<file path="config.mk">
export PLATFORM = sky130hd
export DESIGN_NAME = mem_loader
export DESIGN_NICKNAME = d
export VERILOG_FILES = /design/src/rtl/mem_loader.sv
export SDC_FILE = /design/constraint.sdc
export NUM_CORES = 1
export LEC_CHECK = 0
export CORE_MARGIN = 2
export CORE_UTILIZATION = 40
export DETAILED_ROUTE_END_ITERATION = 10
export PLACE_DENSITY = 0.68
export SLEW_MARGIN = 20
export SYNTH_ARGS = -nofsm -noshare
export SYNTH_HDL_FRONTEND = slang
export SYNTH_SLANG_ARGS = --single-unit
</file>
<file path="constraint.sdc">
create_clock -name clk -period 4.6 [get_ports clk]
set_input_delay 0.92 -clock clk [delete_from_list [all_inputs] [get_ports clk]]
set_output_delay 0.92 -clock clk [all_outputs]
set_load 0.05 [all_outputs]
</file>
<file path="src/rtl/mem_loader.sv">
// -----------------------------------------------------------------------------
// mem_loader
//   Streams one polynomial (BN*MA coefficients, natural order) into a banked
//   coefficient memory. It applies one conditional subtraction of the modulus
//   to each coefficient, then launches the NTT core and waits for it to finish.
//
// Ports
//   clk, rst      : rising-edge clock, synchronous active-high reset
//   modulus       : NTT modulus, held stable for the whole load
//   load_req      : one-cycle pulse that starts a load (honoured only in IDLE)
//   in_valid/in_ready/in_data/in_last : coefficient input handshake
//   wr_en/wr_bank/wr_addr/wr_data     : registered memory write port
//   ntt_start     : one-cycle launch pulse, issued the cycle after the last write
//   ntt_done      : completion from the NTT core (honoured only in WAIT)
//   busy          : high whenever the loader is not IDLE
//   load_err      : sticky framing error (in_last on the wrong coefficient)
//   done          : one-cycle pulse after the NTT core reports completion
// -----------------------------------------------------------------------------
module mem_loader #(
   parameter  int D_width = 32,
   parameter  int BN      = 16,
   parameter  int MA      = 256,
   localparam int AW      = $clog2(MA),
   localparam int BW      = $clog2(BN)
) (
   input  logic               clk,
   input  logic               rst,
   input  logic [D_width-1:0] modulus,
   input  logic               load_req,
   input  logic               in_valid,
   output logic               in_ready,
   input  logic [D_width-1:0] in_data,
   input  logic               in_last,
   output logic               wr_en,
   output logic [BW-1:0]      wr_bank,
   output logic [AW-1:0]      wr_addr,
   output logic [D_width-1:0] wr_data,
   output logic               ntt_start,
   input  logic               ntt_done,
   output logic               busy,
   output logic               load_err,
   output logic               done
);

   localparam int              CW       = AW + BW;
   localparam logic [CW-1:0]   LAST_IDX = CW'(BN * MA - 1);
   localparam logic [CW-1:0]   CNT_ONE  = {{(CW-1){1'b0}}, 1'b1};

   typedef enum logic [1:0] {
      S_IDLE  = 2'd0,
      S_LOAD  = 2'd1,
      S_START = 2'd2,
      S_WAIT  = 2'd3
   } state_t;

   state_t             state_q, state_d;
   logic [CW-1:0]      cnt_q, cnt_d;
   logic               load_err_q, load_err_d;
   logic               wr_en_q, wr_en_d;
   logic [BW-1:0]      wr_bank_q, wr_bank_d;
   logic [AW-1:0]      wr_addr_q, wr_addr_d;
   logic [D_width-1:0] wr_data_q, wr_data_d;
   logic               ntt_start_q, ntt_start_d;
   logic               done_q, done_d;
   logic               last_idx_s;

   // Inputs are below 2*modulus, so one conditional subtraction is a full reduction.
   function automatic logic [D_width-1:0] reduce_mod(input logic [D_width-1:0] x,
                                                      input logic [D_width-1:0] m);
      logic [D_width-1:0] r;
      if (x >= m) begin
         r = x - m;
      end else begin
         r = x;
      end
      return r;
   endfunction

   assign last_idx_s = (cnt_q == LAST_IDX);

   // Next-state, counter and registered-output computation.
   always_comb begin
      state_d     = state_q;
      cnt_d       = cnt_q;
      load_err_d  = load_err_q;
      wr_en_d     = 1'b0;
      wr_bank_d   = wr_bank_q;
      wr_addr_d   = wr_addr_q;
      wr_data_d   = wr_data_q;
      ntt_start_d = 1'b0;
      done_d      = 1'b0;
      case (state_q)
         S_IDLE: begin
            if (load_req) begin
               state_d    = S_LOAD;
               cnt_d      = '0;
               load_err_d = 1'b0;
            end else begin
               state_d    = S_IDLE;
            end
         end
         S_LOAD: begin
            if (in_valid) begin
               wr_en_d   = 1'b1;
               // Low counter bits select the bank, high bits the address.
               wr_bank_d = cnt_q[BW-1:0];
               wr_addr_d = cnt_q[CW-1:BW];
               wr_data_d = reduce_mod(in_data, modulus);
               cnt_d     = cnt_q + CNT_ONE;
               // Framing error when in_last disagrees with the final index.
               if (in_last != last_idx_s) begin
                  load_err_d = 1'b1;
               end else begin
                  load_err_d = load_err_q;
               end
               if (last_idx_s) begin
                  state_d = S_START;
               end else begin
                  state_d = S_LOAD;
               end
            end else begin
               state_d = S_LOAD;
            end
         end
         S_START: begin
            // START coincides with the final write; the registered launch
            // pulse therefore lands one cycle after it.
            ntt_start_d = 1'b1;
            state_d     = S_WAIT;
         end
         S_WAIT: begin
            if (ntt_done) begin
               done_d  = 1'b1;
               state_d = S_IDLE;
            end else begin
               state_d = S_WAIT;
            end
         end
         default: begin
            state_d = S_IDLE;
         end
      endcase
   end

   // State and output registers with synchronous reset.
   always_ff @(posedge clk) begin
      if (rst) begin
         state_q     <= S_IDLE;
         cnt_q       <= '0;
         load_err_q  <= 1'b0;
         wr_en_q     <= 1'b0;
         wr_bank_q   <= '0;
         wr_addr_q   <= '0;
         wr_data_q   <= '0;
         ntt_start_q <= 1'b0;
         done_q      <= 1'b0;
      end else begin
         state_q     <= state_d;
         cnt_q       <= cnt_d;
         load_err_q  <= load_err_d;
         wr_en_q     <= wr_en_d;
         wr_bank_q   <= wr_bank_d;
         wr_addr_q   <= wr_addr_d;
         wr_data_q   <= wr_data_d;
         ntt_start_q <= ntt_start_d;
         done_q      <= done_d;
      end
   end

   assign in_ready  = (state_q == S_LOAD);
   assign busy      = (state_q != S_IDLE);
   assign wr_en     = wr_en_q;
   assign wr_bank   = wr_bank_q;
   assign wr_addr   = wr_addr_q;
   assign wr_data   = wr_data_q;
   assign ntt_start = ntt_start_q;
   assign load_err  = load_err_q;
   assign done      = done_q;

endmodule

</file>
# After elaboration in Yosys (flattened, before gate mapping)
# Cells that the tools add are included.
dict set report totals {
  input_bits 70
  ff_bits 62
}
dict set report op_classes {
  eq_ne 8
  n_lt_le_gt_ge 1
  bitwise 2
  mux 16
  n_reduce_logical 8
  addsub 2
}
# operator n
set ops {}
lappend ops {{$ge A32 B32 Y1} 1}
lappend ops {{$mux W32} 1}
lappend ops {{$sub A32 B32 Y32} 1}
lappend ops {{$mux W12} 2}
lappend ops {{$pmux W12 S2} 1}
lappend ops {{$add A12 B1 Y12 const B} 1}
lappend ops {{$eq A12 B12 Y1 const B} 1}
lappend ops {{$pmux W2 S4} 1}
lappend ops {{$mux W1} 7}
lappend ops {{$mux W2} 3}
lappend ops {{$eq A2 B2 Y1 const B} 2}
lappend ops {{$ne A2 B2 Y1 const B} 2}
lappend ops {{$reduce_and A4 Y1} 1}
lappend ops {{$reduce_bool A2 Y1} 2}
lappend ops {{$reduce_or A2 Y1} 2}
lappend ops {{$reduce_and A3 Y1} 1}
lappend ops {{$eq A2 B1 Y1 const B} 1}
lappend ops {{$logic_not A2 Y1} 1}
lappend ops {{$ne A2 B1 Y1 const B} 1}
lappend ops {{$not A1 Y1} 2}
lappend ops {{$pmux W1 S2} 1}
lappend ops {{$reduce_and A2 Y1} 1}
lappend ops {{$ne A1 B1 Y1} 1}

# Longest topological paths before layout
# Gate-level depths: netlist of run 1.
dict set report logic_depth {
  depth_word 5
  ltp_mapped 12
}

# Worst setup path after synthesis of run 1
# OpenSTA, ideal clock, no wires.
dict set report synth_path {
  path_kind {in2reg}
  start {input in_data[0]}
  end {register wr_data_q[25] (netlist: wr_data[25])}
  required_ns 4.461
  setup_slack_ns 1.310
  n_path_buf 1
  cell_stages 12
  arrival_time_ns 3.151
  path_cell_list {inv_1 ha_1 fa_1 nand2b_1 a211o_1 a311o_1 a21oi_4 o2111a_4 nor2_8 buf_8 a31oi_1 o22ai_1}
}
dict set report synth_via {
  elab_chain_cells 2
  elab_cells_between_ends 3
}
# element line
set synth_rtl {}
lappend synth_rtl {{from (decl)} 32} ;# input logic [D_width-1:0] in_data,
lappend synth_rtl {{$sub A32 B32 Y32 / $ge A32 B32 Y1 (equally long branches)} {72, 71}}
lappend synth_rtl {{$mux W32 *} 71} ;# if (x >= m) begin
lappend synth_rtl {{to (signal assigned)} 164} ;# wr_data_q <= wr_data_d;
lappend synth_rtl {{to (decl)} 62} ;# logic [D_width-1:0] wr_data_q, wr_data_d;
# Every way passes the cells marked *; elsewhere a longest branch is shown, timed or not.
# A chain may end at the register's enable or synchronous reset.

# Worst setup path after layout of run 1
dict set report layout_path {
  start {input in_data[0]}
  end {register wr_data_q[17] (netlist: wr_data[17])}
}
# The elaborated chain is that of the path after synthesis.

==> results.ini, run 1 <==
[placement]
io_buffers=119
post-place-cells=813
gp_congestion=0.872
hpwl_um=9970
place_ws_ns=0.487
place_area_mm2=0.00580

[clocking]
cts_tree=yes
cts_hold_buf=0
clockBufferDepth=2
cts_root_buf=clkbuf_16
clock_latency_ns=0.33
cts_setup_buffers=0
cts_max_level=3
cts_made_buffers=9
clkSinkCount=62
cts.clk_slew.worst_paths_ns=0.05
cts-resized-gates=0

[power_and_ir_drop]
comb_power_share_pct=31.4
p_clk_share_pct=38.2
p_leak_uw=0.00253
p_int_uw=1280
pwr-share-seq_pct=30.4
switching_share_pct=32.0
p_per_area_mw_per_mm2=308
switchingPower_uw=603
peakVddDrop_uv=220

[worst_setup_path]
ff2ff_setup_slack_ns=2.59
critPathLaunchType=primary input
cp_max_fo=36
cp.required_ns=4.78
reg2reg_from=state_q[0]
critical_path_class=in -> reg
end_kind=register
r2r_end=wr_data[15]
r2r_cells=5
worstPathArrival_ns=3.96

[sta]
worst_clock_skew_ns=0.00431
maxSlewViolCount=0
whs_ns=0.451
rsz0062_at_grt=no
max_slew.worst_pin.slew_ns=0.804
finalHoldViolCount=0
min_period_ns=3.78
fin_ws_ns=0.823
clock.fmax_mhz=265
setup_violations=0
tns_ns=0
fin_crit_sh_pct=82.1
slew_headroom_pct=46.0

[grt]
grt_use_total_pct=20.4
antenna_found_initial=0
grt_pass1_wl_um=20700
grt_max_degree=59
grt_overflow_total=0
grt_pass1_vias=4307

[route]
drt_iter0_markers=262
avgViaCountPerCell=5.36
drc=0
drt_first_pass_iters=5
ant_nets=0
drt-wirelength-per-cell_um=15.6
num_vias=4435
totalWireLength_um=12900

[yosys]
synthAdderAreaFrac_pct=9.46
synth-simple-area-share_pct=17.8
synth.distinct_cells=62
ys_ff_latch=62
synth_ff_type=dfxtp_1
synth_top_family_by_area=compound AO/OA/AOI/OAI gates
synth_xor_area_share_pct=6.70
synth_compound_area_share_pct=27.3
synth_area_per_cell_um2=7.89
synth_edf_count=0
syn_area_mm2=0.00458
muxShareOfSynthArea_pct=4.59
async_reset_ff_share_pct=0
synthesis.nets=684
syn-instance-count=580
yosysWarnings=0
yosysSeqAreaShare_pct=27.1

[die]
coreArea_mm2=0.0113
die-area_mm2=0.0123
placementRows=39
num_io_pins=120
initial_core_util_pct=40.6
die_h_um=111
die_x_um=111

[worst_hold_path]
min_to=wr_addr[7]
worstHoldPathCells=2
min_from=wr_addr[7]
hp-class=reg -> reg

[final_layout]
drive_above_1_share_pct=6.13
areaGrowthSynthToFinish_pct=33.5
diodes=0
final_nets=785
fin_area_mm2=0.00611
fillers=1085
stdcell_count=828

[run_status]
status=completed

[flow_run]
max-cap-violations=0

[how the worst max path moves through the flow]
| stage | slack, ns | from | end | cells after the start |
|---|---|---|---|---|
| 2_1_floorplan | 1.31 | in_data[0] | wr_data[25] | 12 |
| 3_3_place_gp | 0.51 | in_data[0] | wr_data[17] | 12 |
| 3_5_place_dp | 0.49 | modulus[13] | wr_data[17] | 10 |
| 4_1_cts | 0.81 | in_data[0] | wr_data[17] | 12 |
| 5_1_grt | 0.68 | modulus[23] | wr_data[17] | 11 |
| 6_report | 0.82 | in_data[0] | wr_data[17] | 12 |
[registers in the layout (all words and copies together) (netlist names)]
| register | cells |
|---|---|
| cnt_q | 12 |
| done | 1 |
| load_err | 1 |
| ntt_start | 1 |
| state_q | 2 |
| wr_addr | 8 |
| wr_bank | 4 |
| wr_data | 32 |
| wr_en | 1 |
[layer usage]
metal	global-route usage (%)	up-vias	wire length, µm	part of all wire [%]
met1	27.2	2027	5950	46
met2	34.6	109	6120	47
met4	4.75	0	169	1.3
li1	-	2283	-	-
met5	0	-	0	0
met3	3.39	16	688	5.3
[cell families after synthesis]
group,count (synthesis)
AO/OA/AOI/OAI,192
XOR/XNOR,35
adder cells (fa/ha/maj),34
buffers and inverters,73
flip-flops,62
multiplexers,21
AND/OR/NAND/NOR,163
[power groups by stage]
stage | logic (µW) | clock network, µW | registers [µW]
6_report | 591 | 718 | 573
5_1_grt | 643 | 751 | 575
4_1_cts | 590 | 727 | 573
3_5_place_dp | 585 | 0 | 584
3_3_place_gp | 583 | 0 | 584
2_1_floorplan | 347 | 0 | 650
[per-stage QoR]
step,power (µW),util [%]
2_1_floorplan,997,-
6_report,1880,54.2
3_3_place_gp,1170,51.5
5_1_grt,1970,54.2
4_1_cts,1890,54.2
3_5_place_dp,1170,51.5
[area by class of cell]
type                            count  area [µm²]  area share [%]
Inverter                           41         154            2.52
Timing Repair Buffer              122        1210            19.9
Tap cell                          143         179            2.93
Sequential cell                    62        1240            20.3
Clock buffer                        9         225            3.68
Clock inverter                      6        86.3            1.41
Multi-Input combinational cell    445        3010            49.3
[synth_stat cells, types with 9 or more instances]
cell       n  area (µm²)
a21o_1    12        90.1
a21oi_1   66         330
a31oi_1   12        75.1
and3_1    10        62.6
clkbuf_1  24        90.1
dfxtp_1   62        1240
ha_1      33         413
inv_1     41         154
mux2i_1   21         210
nand2_1   56         210
nand3_1    9        45.0
nor2_1    36         135
o21ai_0   38         190
xnor2_1   17         149
xor2_1    18         158
[worst max-delay path: stages]
cell,delay [ns]
clkdlybuf4s50_1,0.50
inv_1,0.05
ha_1,0.20
fa_1,0.40
nand2b_1,0.18
a211o_1,0.31
a311o_1,0.35
a21oi_4,0.20
o2111a_4,0.29
nor2_8,0.14
mux2i_1,0.30
a211oi_1,0.11
[cell usage in the layout (no fill, tap or decap), types with 17 or more instances in the layout]
cell	synthesis	layout
clkdlybuf4s50_1	0	119
a21oi_1	66	66
dfxtp_1	62	62
nand2_1	56	56
inv_1	41	41
o21ai_0	38	37
nor2_1	36	36
ha_1	33	33
mux2i_1	21	21
xor2_1	18	18
xnor2_1	17	17
Power figures use the tool's default switching activity.
==> run 2, diff against run 1 <==
Clock period 4.6 ns to 3.5 ns, I/O delays scaled along.
==> run 2 against run 1 <==
  * Global-route usage rose by 2.1 points
  * First-iteration DRC count rose by 44%
  * Clock skew rose by 0.0032 ns
  * Combinational power rose by 63%
  * Largest power group is now combinational logic
  * Sequential share of layout area fell by 2.5 points
==> results.ini, run 2 (synthesis gave the netlist of run 1 again) <==
[power_and_ir_drop]
p_leak_uw=0.00304  ; +20%
finalPower_uw=2580  ; +37%
pwr-share-seq_pct=29.2  ; -1.2 points
p_clk_share_pct=33.3  ; -4.9 points
peakVddDrop_uv=330  ; +50%
switchingPower_uw=864  ; +43%
comb_power_share_pct=37.5  ; +6.1 points
switching_share_pct=33.5  ; +1.5 points
p_per_area_mw_per_mm2=370  ; +20%
p_int_uw=1710  ; +34%

[sta]
worst_clock_skew_ns=0.00753  ; +0.00322 ns
setup_violations=0  ; unchanged
slew_headroom_pct=49.1  ; +3.1 points
rsz0062_at_grt=no
tns_ns=0  ; unchanged
fin_crit_sh_pct=97.2
clock.fmax_mhz=294
whs_ns=0.456  ; +0.00435 ns
maxSlewViolCount=0  ; unchanged
min_period_ns=3.40
max_slew.worst_pin.slew_ns=0.759  ; -0.0459 ns
finalHoldViolCount=0  ; unchanged

[clocking]
cts_root_buf=clkbuf_16
cts.clk_slew.worst_paths_ns=0.06  ; about the same
clkSinkCount=62  ; unchanged
cts_tree=yes
cts_max_level=3  ; unchanged
clock_latency_ns=0.33  ; about the same
clockBufferDepth=2  ; unchanged
cts_made_buffers=9  ; unchanged
cts_hold_buf=0  ; unchanged

[final_layout]
final_cell_mix=118 x clkdlybuf4s50_1, 98 x buf_4, 66 x a21oi_1, 62 x dfxtp_1, 56 x nand2_1
final_nets=889  ; +13%
areaGrowthSynthToFinish_pct=52.0
diodes=0  ; unchanged
largest_register_ffs=32  ; unchanged
drive_above_1_share_pct=19.3  ; +13 points
multi_input_area_mm2=0.00306  ; +1.4%
final_common_cell=clkdlybuf4s50_1
seq_area_mm2=0.00124  ; unchanged
fillers=985  ; -9.2%

[grt]
grt_use_total_pct=22.5  ; +2.1 points
grt_max_degree=52  ; -12%
grt_pass1_vias=4768  ; +11%
grt_overflow_total=0  ; unchanged
grt_pass1_wl_um=22700  ; +9.9%
antenna_found_initial=0  ; unchanged

[worst_setup_path]
cp.required_ns=3.71  ; -1.07 ns
critPathLaunchType=primary input
end_kind=register
worstPathArrival_ns=3.61  ; -0.35 ns
critical_path_class=in -> reg
cp_max_fo=6  ; -83%

[route]
avgViaCountPerCell=5.32  ; -0.76%
drt_first_pass_iters=5  ; unchanged
drc=0  ; unchanged
num_vias=4954  ; +12%
totalWireLength_um=14800  ; +14%
ant_nets=0  ; unchanged
drt_iter0_markers=376  ; +44%
drt-wirelength-per-cell_um=15.8  ; +1.5%

[die]
die_x_um=111  ; unchanged
placementRows=39  ; unchanged
die_h_um=111  ; unchanged
initial_core_util_pct=40.6  ; unchanged
die-area_mm2=0.0123  ; unchanged
num_io_pins=120  ; unchanged
coreArea_mm2=0.0113  ; unchanged

[placement]
io_buffers=119  ; unchanged
gp_congestion=0.954  ; +9.4%
hpwl_um=11300  ; +13%

[flow_run]
max-cap-violations=0  ; unchanged

[run_status]
status=completed

[worst_hold_path]
hp-class=reg -> reg

[run 2: cell types whose count changed in the layout (fill, tap and decap cells not counted), sizes merged]
cell           previous run  this run
clkdlybuf4s50           119       118
nor2                     37        39
clkinvlp                  1         3
clkinv                    2         0
dlymetal6s2s              0         1
bufinv                    2         0
buf                       3       105
clkbuf                    9        11
[run 2: layout make-up]
cell class / instances / area share [%]
clock buffers: 11 / 3.63
clock inverters: 4 / 0.450
inverters: 41 / 2.21
multi-input cells: 447 / 43.9
flip-flops and latches: 62 / 17.8
well taps: 143 / 2.57
repair buffers: 224 / 29.4
[run 2: repair_timing]
action / 4_1_cts / 5_1_grt
setup endpoints to repair: 0 / 8
gates resized for setup: 0 / 14
buffers inserted: 0 / 12
[run 2: layer usage]
layer / up-vias / part of all wire (%) / global-route usage (%)
met5: - / 0 / 0
met4: 0 / 1.5 / 7.50
met3: 17 / 4.2 / 2.73
met2: 130 / 49 / 38.3
met1: 2324 / 46 / 29.5
li1: 2483 / - / -
[run 2: per-stage QoR]
step / instances / setup slack, ns / cell area, µm² / utilization (%)
3_3_place_gp: 903 / -0.211 / 6490 / 57.6
6_report: 932 / 0.0981 / 6960 / 61.7
4_1_cts: 918 / 0.0408 / 6770 / 60.1
2_1_floorplan: 580 / 0.430 / 4580 / -
3_5_place_dp: 903 / -0.296 / 6490 / 57.6
5_1_grt: 932 / 0.0100 / 6960 / 61.7
[run 2: worst paths after layout]
kind / startpoint / end / slack [ns] / cells past startpoint
max reg2reg: state_q[0] / cnt_q[11] / 1.47 / 6
max: modulus[0] / wr_data[4] / 0.1 / 13
min: wr_addr[5] / wr_addr[5] / 0.46 / 2
min reg2reg: wr_addr[5] / wr_addr[5] / 0.46 / 2
[run 2: power by group through the flow]
| stage | Clock [µW] | Combinational (µW) | Sequential [µW] |
|---|---|---|---|
| global placement | 0 | 890 | 766 |
| floorplan | 0 | 455 | 855 |
| detailed placement | 0 | 901 | 767 |
| finish | 858 | 966 | 752 |
| CTS | 858 | 906 | 752 |
| global route | 891 | 1040 | 755 |
[run 2: worst max-delay path: stages]
cell and delay [ns]:
clkdlybuf4s50_1 0.42, ha_2 0.21, fa_2 0.34, nand2b_4 0.15, a211o_1 0.33, a311o_1 0.39
a21oi_4 0.19, o2111a_4 0.26, nor2_8 0.06, buf_12 0.16, buf_6 0.13, mux2i_1 0.18
a21oi_1 0.08
==> run 3, diff against run 2 <==
Settings changed: PLACE_DENSITY 0.68 to 0.7.
Clock period 3.5 ns to 2.98 ns, I/O delays scaled along.
==> run 3 against run 2 <==
  * Non-clock buffer count rose by 24
  * Clock power rose by 22%
  * First-iteration DRC count fell by 24%
  * Hold slack got worse by 0.0042 ns
  * Setup slack got worse by 0.073 ns
  * Routed wire length rose by 11%
  * Utilization rose by 5.9 points
  * Critical endpoint is now wr_data[10]
==> results.ini, run 3 (synthesis gave the netlist of run 1 again) <==
[worst_setup_path]
cp_max_fo=5  ; -1
critical_path_class=in -> reg
critPathLaunchType=primary input
cp.required_ns=3.20  ; -0.51 ns
worstPathArrival_ns=3.17  ; -0.44 ns
end_kind=register
r2r_cells=5  ; -1

[sta]
setup_violations=0  ; unchanged
max_slew.worst_pin.slew_ns=0.669  ; -0.0899 ns
worst_clock_skew_ns=0.00794  ; +0.000410 ns
fin_crit_sh_pct=99.2
slew_headroom_pct=55.3  ; +6.2 points
clock.fmax_mhz=338
finalHoldViolCount=0  ; unchanged
maxSlewViolCount=0  ; unchanged
min_period_ns=2.96

[worst_hold_path]
worstHoldPathCells=2  ; unchanged
hp-class=reg -> reg

[route]
ant_nets=0  ; unchanged
avgViaCountPerCell=5.49  ; +3.3%
drt_first_pass_iters=5  ; unchanged
drt_iter0_markers=287  ; -24%
num_vias=5283  ; +6.6%
drc=0  ; unchanged
drt-wirelength-per-cell_um=17.0  ; +7.4%
totalWireLength_um=16400  ; +11%

[die]
die-area_mm2=0.0123  ; unchanged
placementRows=39  ; unchanged
coreArea_mm2=0.0113  ; unchanged
die_x_um=111  ; unchanged
num_io_pins=120  ; unchanged
initial_core_util_pct=40.6  ; unchanged
die_h_um=111  ; unchanged

[final_layout]
final_nets=919  ; +3.4%
fillers=898  ; -8.8%
areaGrowthSynthToFinish_pct=66.4
diodes=0  ; unchanged
drive_above_1_share_pct=28.8  ; +9.6 points
multi_input_area_mm2=0.00354  ; +16%
fin_area_mm2=0.00762  ; +9.5%
final_cell_mix=124 x buf_4, 107 x clkdlybuf4s50_1, 62 x dfxtp_1, 56 x nand2_1, 55 x a21oi_1
seq_area_mm2=0.00124  ; unchanged
final_common_cell=buf_4
largest_register_ffs=32  ; unchanged

[grt]
grt_pass1_vias=5182  ; +8.7%
grt_use_total_pct=25.1  ; +2.7 points
grt_overflow_total=0  ; unchanged
grt_pass1_wl_um=25200  ; +11%
antenna_found_initial=0  ; unchanged
grt_max_degree=54  ; +3.8%

[placement]
hpwl_um=11500  ; +2.4%
place_area_mm2=0.00670  ; +3.2%
gp_congestion=0.933  ; -2.1%
io_buffers=119  ; unchanged

[run_status]
status=completed

[power_and_ir_drop]
finalPower_uw=3220  ; +25%
peakVddDrop_uv=356  ; +7.7%
p_leak_uw=0.00329  ; +8.2%
p_per_area_mw_per_mm2=422  ; +14%

[flow_run]
max-cap-violations=0  ; unchanged

[clocking]
cts_tree=yes
cts_made_buffers=9  ; unchanged
cts.clk_slew.worst_paths_ns=0.06  ; about the same
clockBufferDepth=2  ; unchanged
cts_hold_buf=0  ; unchanged
clock_latency_ns=0.33  ; about the same
cts_max_level=3  ; unchanged
cts_root_buf=clkbuf_16
clkSinkCount=62  ; unchanged

-- run 3: cell types whose count changed in the layout (fill, tap and decap cells not counted), moves of 7 or more --
cell	previous run	this run
buf_4	98	124
ha_1	32	15
ha_4	0	17
a21oi_1	66	55
clkdlybuf4s50_1	118	107
a21oi_2	5	14
inv_1	41	33
inv_2	0	8
dlymetal6s2s_1	1	8
-- run 3: worst paths after layout --
kind                   start  slack [ns]           to
setup / recovery  modulus[1]        0.02  wr_data[10]
hold reg to reg   wr_addr[0]        0.45   wr_addr[0]
hold / removal    wr_addr[0]        0.45   wr_addr[0]
setup reg to reg  state_q[0]        1.07  wr_data[31]
-- run 3: power breakdown --
part           switching (µW)  internal (µW)  total, µW
sequential               21.2            863        884
clock                     386            666       1050
combinational             669            614       1280
total                    1080           2140       3220
-- run 3: per-stage QoR --
| stage | cells | setup WS (ns) | hold WS, ns | utilization [%] | TNS, ns |
|---|---|---|---|---|---|
| after floorplan | 580 | 0.0137 | 0.450 | - | 0 |
| after global placement | 931 | -0.589 | 0.443 | 59.4 | -16.63 |
| after detailed placement | 931 | -0.650 | 0.449 | 59.4 | -18.38 |
| after CTS | 958 | 0.000837 | 0.456 | 64.1 | 0 |
| after global routing | 962 | -0.0418 | 0.487 | 67.6 | -0.196 |
| final | 962 | 0.0248 | 0.451 | 67.6 | 0 |
-- run 3: worst max-delay path: stages --
cell	delay [ns]
clkdlybuf4s15_1	0.24
fa_2	0.42
nand2b_4	0.15
a211o_1	0.33
a311o_1	0.34
a21oi_4	0.20
o2111a_4	0.38
nor2_4	0.06
buf_12	0.17
mux2i_1	0.19
a21oi_1	0.09
-- run 3: per-layer routing --
metal  GRT usage, %  wire length, µm  vias up
met5              0                0        -
met4           8.08              475        0
met3           3.66              801       37
met2           43.7             8110      184
met1           32.0             6980     2500
li1               -                -     2562
-- run 3: layout make-up --
class | instances | share of cell area (%)
clock buffer | 10 | 3.14
clock inverter | 5 | 0.772
inverter | 41 | 2.02
multi-input combinational | 453 | 46.4
sequential | 62 | 16.3
tap | 143 | 2.35
timing repair buffer | 248 | 29.0
-- run 3: timing repair --
action                     in CTS  in global routing
setup endpoints to repair      32                 32
gates resized for setup        34                 69
pin swaps                      23                 36
gates cloned                    8                  0
setup buffers                   4                  5
